$ cat src/rtl/reset_seq_start_ctrl.sv
// Power-on reset sequencer that releases NUM_STAGES reset domains in order,
// followed by a start/stop toggle controller fed by a synchronised trigger.
module reset_seq_start_ctrl #(
  parameter int NUM_STAGES   = 3,
  parameter int DELAY_CYCLES = 400000,
  parameter int STAGE_GAP    = 1000,
  parameter int CNT_W        = 32,
  parameter int SYNC_STAGES  = 2,
  parameter bit START_INIT   = 1'b1
) (
  input  logic                  CLK,
  input  logic                  RESET_N,
  input  logic                  REARM,
  input  logic                  START_TR,
  input  logic                  START_CLR,
  output logic [NUM_STAGES-1:0] RESET_ON,
  output logic                  ALL_DONE,
  output logic                  START_ON,
  output logic                  START_PULSE,
  output logic [7:0]            TRIG_COUNT
);

  typedef enum logic [1:0] {
    HOLD  = 2'd0,
    COUNT = 2'd1,
    DONE  = 2'd2
  } state_t;

  localparam longint unsigned T_LAST_L =
    longint'(DELAY_CYCLES) + longint'(NUM_STAGES - 1) * longint'(STAGE_GAP);
  localparam logic [63:0] CNT_MAX_L = (64'd1 << CNT_W) - 64'd1;
  localparam logic [CNT_W-1:0] T_LAST = T_LAST_L[CNT_W-1:0];

  // Elaboration-time parameter guards.
  if (NUM_STAGES < 1 || NUM_STAGES > 8) begin : g_bad_stages
    $error("reset_seq_start_ctrl: NUM_STAGES must be 1..8");
  end
  if (DELAY_CYCLES < 1 || STAGE_GAP < 1) begin : g_bad_timing
    $error("reset_seq_start_ctrl: DELAY_CYCLES and STAGE_GAP must be >= 1");
  end
  if (SYNC_STAGES < 2) begin : g_bad_sync
    $error("reset_seq_start_ctrl: SYNC_STAGES must be >= 2");
  end
  if (CNT_W < 1 || CNT_W > 63) begin : g_bad_width
    $error("reset_seq_start_ctrl: CNT_W must be 1..63");
  end else if (T_LAST_L > CNT_MAX_L) begin : g_cnt_overflow
    $error("reset_seq_start_ctrl: CNT_W too narrow for last stage threshold");
  end

  // ---------------------------------------------------------------------------
  // Release counter FSM
  // ---------------------------------------------------------------------------
  state_t                  state, state_next;
  logic [CNT_W-1:0]        cnt, cnt_next;
  logic [NUM_STAGES-1:0]   stage_hit;
  logic [NUM_STAGES-1:0]   release_q;

  always_ff @(posedge CLK or negedge RESET_N) begin
    // NOTE: every flop has an async reset term and uses non-blocking
    // assignment so all registers update together from pre-edge values.
    if (!RESET_N) begin
      state <= HOLD;
      cnt   <= '0;
    end else begin
      state <= state_next;
      cnt   <= cnt_next;
    end
  end

  always_comb begin
    // NOTE: defaults first so no path through this block can infer a latch.
    state_next = state;
    cnt_next   = cnt;
    if (REARM) begin
      state_next = HOLD;
      cnt_next   = '0;
    end else begin
      unique case (state)
        HOLD, COUNT: begin
          if (cnt >= T_LAST) begin
            cnt_next   = T_LAST;
            state_next = DONE;
          end else begin
            cnt_next   = cnt + 1'b1;
            state_next = (cnt_next == T_LAST) ? DONE : COUNT;
          end
        end
        DONE: begin
          cnt_next   = T_LAST;
        end
        default: begin
          state_next = HOLD;
          cnt_next   = '0;
        end
      endcase
    end
  end

  // Comparing against cnt_next makes bit k rise on exactly edge T_k.
  for (genvar k = 0; k < NUM_STAGES; k++) begin : g_stage
    localparam longint unsigned TK_L =
      longint'(DELAY_CYCLES) + longint'(k) * longint'(STAGE_GAP);
    localparam logic [CNT_W-1:0] TK = TK_L[CNT_W-1:0];
    assign stage_hit[k] = (cnt_next >= TK);
  end

  // REARM forces cnt_next to zero, and every threshold is >= 1, so the
  // release vector clears on the same edge without a separate term.
  always_ff @(posedge CLK or negedge RESET_N) begin
    if (!RESET_N) begin
      release_q <= '0;
    end else begin
      release_q <= stage_hit;
    end
  end

  assign RESET_ON = release_q;
  assign ALL_DONE = release_q[NUM_STAGES-1];

  // ---------------------------------------------------------------------------
  // Trigger synchroniser and rising-edge detector
  // ---------------------------------------------------------------------------
  logic [SYNC_STAGES-1:0] sync_q;
  logic                   edge_q;
  logic                   tr_rise;
  logic                   accept;

  always_ff @(posedge CLK or negedge RESET_N) begin
    if (!RESET_N) begin
      sync_q <= '0;
      edge_q <= 1'b0;
    end else if (REARM) begin
      sync_q <= '0;
      edge_q <= 1'b0;
    end else begin
      sync_q <= {sync_q[SYNC_STAGES-2:0], START_TR};
      edge_q <= sync_q[SYNC_STAGES-1];
    end
  end

  assign tr_rise = sync_q[SYNC_STAGES-1] & ~edge_q;
  // Edges seen before the last stage releases are dropped, not queued.
  assign accept  = tr_rise & ALL_DONE;

  // ---------------------------------------------------------------------------
  // Start toggle, pulse and accepted-toggle counter
  // ---------------------------------------------------------------------------
  always_ff @(posedge CLK or negedge RESET_N) begin
    if (!RESET_N) begin
      START_ON    <= START_INIT;
      START_PULSE <= 1'b0;
      TRIG_COUNT  <= 8'd0;
    end else if (REARM) begin
      START_ON    <= START_INIT;
      START_PULSE <= 1'b0;
    end else if (START_CLR) begin
      START_ON    <= START_INIT;
      START_PULSE <= 1'b0;
    end else if (accept) begin
      START_ON    <= ~START_ON;
      START_PULSE <= 1'b1;
      TRIG_COUNT  <= TRIG_COUNT + 8'd1;
    end else begin
      START_PULSE <= 1'b0;
    end
  end

endmodule
$ cat config.mk
export PLATFORM = sky130hd
export DESIGN_NAME = reset_seq_start_ctrl
export DESIGN_NICKNAME = d
export VERILOG_FILES = /design/src/rtl/reset_seq_start_ctrl.sv
export SDC_FILE = /design/constraint.sdc
export NUM_CORES = 1
export LEC_CHECK = 0
export BUFFER_PORTS_ARGS = -buffer_cell sky130_fd_sc_hd__buf_4
export CAP_MARGIN = 20
export CORE_UTILIZATION = 46
export DETAILED_ROUTE_END_ITERATION = 7
export PLACE_DENSITY = 0.72
export SKIP_CTS_REPAIR_TIMING = 1
export SLEW_MARGIN = 5
export SYNTH_ARGS = -nofsm -noshare
export SYNTH_HDL_FRONTEND = slang
export SYNTH_SLANG_ARGS = --single-unit
$ cat constraint.sdc
create_clock -name CLK -period 2.6 [get_ports CLK]
set_input_delay 0.13 -clock CLK [delete_from_list [all_inputs] [get_ports CLK]]
set_output_delay 0.13 -clock CLK [all_outputs]
set_load 0.005 [all_outputs]
==> impl_metrics.tcl <==
set metrics [dict create \
    yosys_warnings 0 \
    fillers 527 \
    cp_max_fo 9 \
    synthTopCellsByArea "dfrtp_1 42%, xnor2_1 6.2%, nand2_1 3.6%, nor2_1 3.6%, nand3_1 2.5%" \
    cts_inserted_buffers 5 \
    routed_wl_um 6760 \
    r2r_slack_ns 0.18 \
    die_y_um 82 \
    io_pins 19 \
    antenna_found_initial 0 \
    cts_tree "yes" \
    hold_ws_ns 0.0356 \
    yosysSeqAreaShare_pct 42.5 \
    min_period_ns 2.42 \
    synth.avg_cell_area_um2 9.68 \
    critPathRequiredTime_ns 2.79 \
    hold_viol_final 0 \
    drive_gt1_share_pct 19.4 \
    syn_to_final_growth_pct 17.3 \
    cp-start-kind "flop" \
    io_buffers 18 \
    syn_inst 304 \
    dr.pass1.iters 6 \
    ys_seq_elements 50 \
    grt_max_degree 51 \
    maxSlewViolCount 0 \
    clk_latency_ns 0.30 \
    cp.arrival_ns 2.61 \
    cellPowerDensity_nw_per_um2 471 \
    pre_cts_ws_ns 0.193 \
    grt_pass1_wl_um 10900 \
    end_kind "flop" \
    fin_crit_sh_pct 93.2 \
    dieArea_um2 6720 \
    nets 358 \
    wl_per_cell_um 15.9 \
    die_x_um 82 \
    hpwlAfterDp_um 4840 \
    via_count 2488 \
    cts_sinks 50 \
    synth_common_cells "49 x dfrtp_1, 28 x nand2_1, 28 x nor2_1" \
    vias_per_cell 5.85 \
    drtIter0Drc 300 \
    rr_worst_depth 9 \
    yosysTopAreaCell "dfrtp_1" \
    synth_edf_count 0 \
    fmax_ghz 0.413 \
    post-synth-top-count-cell "dfrtp_1" \
    initial_utilization_pct 48.6 \
    max_cap_violations 0 \
    r2r-start "cnt[0]" \
    r2r_end "state[0]" \
    vdd_ir_drop_max_v 0.000374 \
    path_clk_slew_ns 0.09 \
    gp_congestion 0.936 \
    remaining_drc_errors 0 \
    grt.total_usage_pct 21.7 \
    yosysUniqueCellTypes 60 \
    ctsLongestPathBuffers 2 \
    grt_pass1_vias 2210 \
    overflow 0 \
    rsz0062_at_grt "no" \
    setup-tns-final_ns 0 \
    skew_ns 0.0103 \
    syn_area_um2 2940 \
    utilization_pct 57.0 \
    ys.flop_type "dfrtp_1" \
    fin_ws_ns 0.177 \
    min_path_type "primary input to flop" \
    synthArstFlopShare_pct 100 \
    root_buffer "clkbuf_8" \
    synth_top_area_share_pct 41.6 \
    power_mw 1.63 \
    crit_end "state[0]" \
    outcome "finished clean" \
    min_from "START_CLR" \
    std_cell_rows 28 \
    critPathKind "flop to flop" \
    power.leakage_nw 1.46 \
    antennaDiodeCount 0 \
    slew_headroom_pct 57.3 \
    setup_violations 0 \
    worst_pin_slew_ns 0.640 \
    core_um2 6060 \
    cp-startpoint "cnt[0]" \
    ant_nets 0 \
    h-tree-depth 2 \
]
-- area by class of cell --
type,count,area [µm²],area share (%)
clock buffer,6,82.6,2.39
clock inverter,2,60.1,1.74
inverter,5,18.8,0.544
multi-input combinational,246,1630,47.3
sequential,50,1250,36.3
tap,75,93.8,2.72
timing repair buffer,41,310,8.99
-- layer usage --
| layer | GRT usage, % | vias to the layer above | wire length, µm | share of wire, % |
|---|---|---|---|---|
| li1 | - | 1187 | - | - |
| met1 | 30.4 | 1201 | 3020 | 45 |
| met2 | 33.2 | 94 | 3180 | 47 |
| met3 | 5.22 | 6 | 485 | 7.2 |
| met4 | 6.14 | 0 | 73 | 1.1 |
| met5 | 0 | - | 0 | 0 |
-- cells in the final DEF, fill, tap and decap left out, types with 3 or more instances in the layout --
cell type  instances
a21oi_1           14
a31o_2             3
a31oi_1            6
and3_1            11
and4_1             5
buf_4             40
clkbuf_8           6
conb_1            13
dfrtp_1           49
ha_1               4
inv_1              5
nand2_1           28
nand3_1           15
nand3_4            3
nand4_1            6
nor2_1            28
nor2b_1            5
nor3_1             6
nor4_1             5
nor4_2             3
o21ai_0           13
o22ai_1            5
xnor2_1           21
xor2_1             6
-- worst min path at each step --
stage          cells past startpoint  slack [ns]     endpoint
2_1_floorplan                      0       -0.17  RESET_ON[0]
3_3_place_gp                       1        0.19       cnt[0]
3_5_place_dp                       1        0.20       cnt[0]
4_1_cts                            1       -0.14       cnt[0]
5_1_grt                            2        0.02     START_ON
6_report                           2        0.04     START_ON
-- critical path, cell delays in order (launching register included) --
cell and delay, ns:
dfrtp_1 0.36, ha_1 0.22, nand3_4 0.10, buf_4 0.20
nor3_2 0.23, mux2_1 0.21, nor2_1 0.08, or4_1 0.51
nor4_2 0.28, a31oi_1 0.12
-- report_power, final --
part           switching [mW]  leakage [nW]  internal (mW)
logic                  0.0634         0.748         0.0534
registers              0.0336         0.642          0.805
clock network           0.260        0.0714          0.410
-- flip-flops by register name, indices dropped and copies added, names as in the netlist --
name,count
TRIG_COUNT,8
state,2
START_ON,1
START_PULSE,1
cnt,32
RESET_ON,3
sync_q,2
edge_q,1
-- through the flow --
stage | cell area, µm² | instances
floorplan | 2990 | 316
global placement | 3300 | 416
detailed placement | 3300 | 416
CTS | 3440 | 424
global route | 3450 | 425
finish | 3450 | 425
-- cells by family after synthesis --
logic type / after synthesis / share of synthesized area (%)
and+or+nand+nor: 133 / 27.3
DFF: 50 / 42.5
adders and majority gates: 4 / 1.70
xor gates and xnor gates: 27 / 8.03
buffers and inverters: 20 / 3.48
other: 1 / 0.127
muxes: 5 / 1.95
AOI/OAI and AO/OA: 64 / 14.8
(Power assumes the default switching activity.)
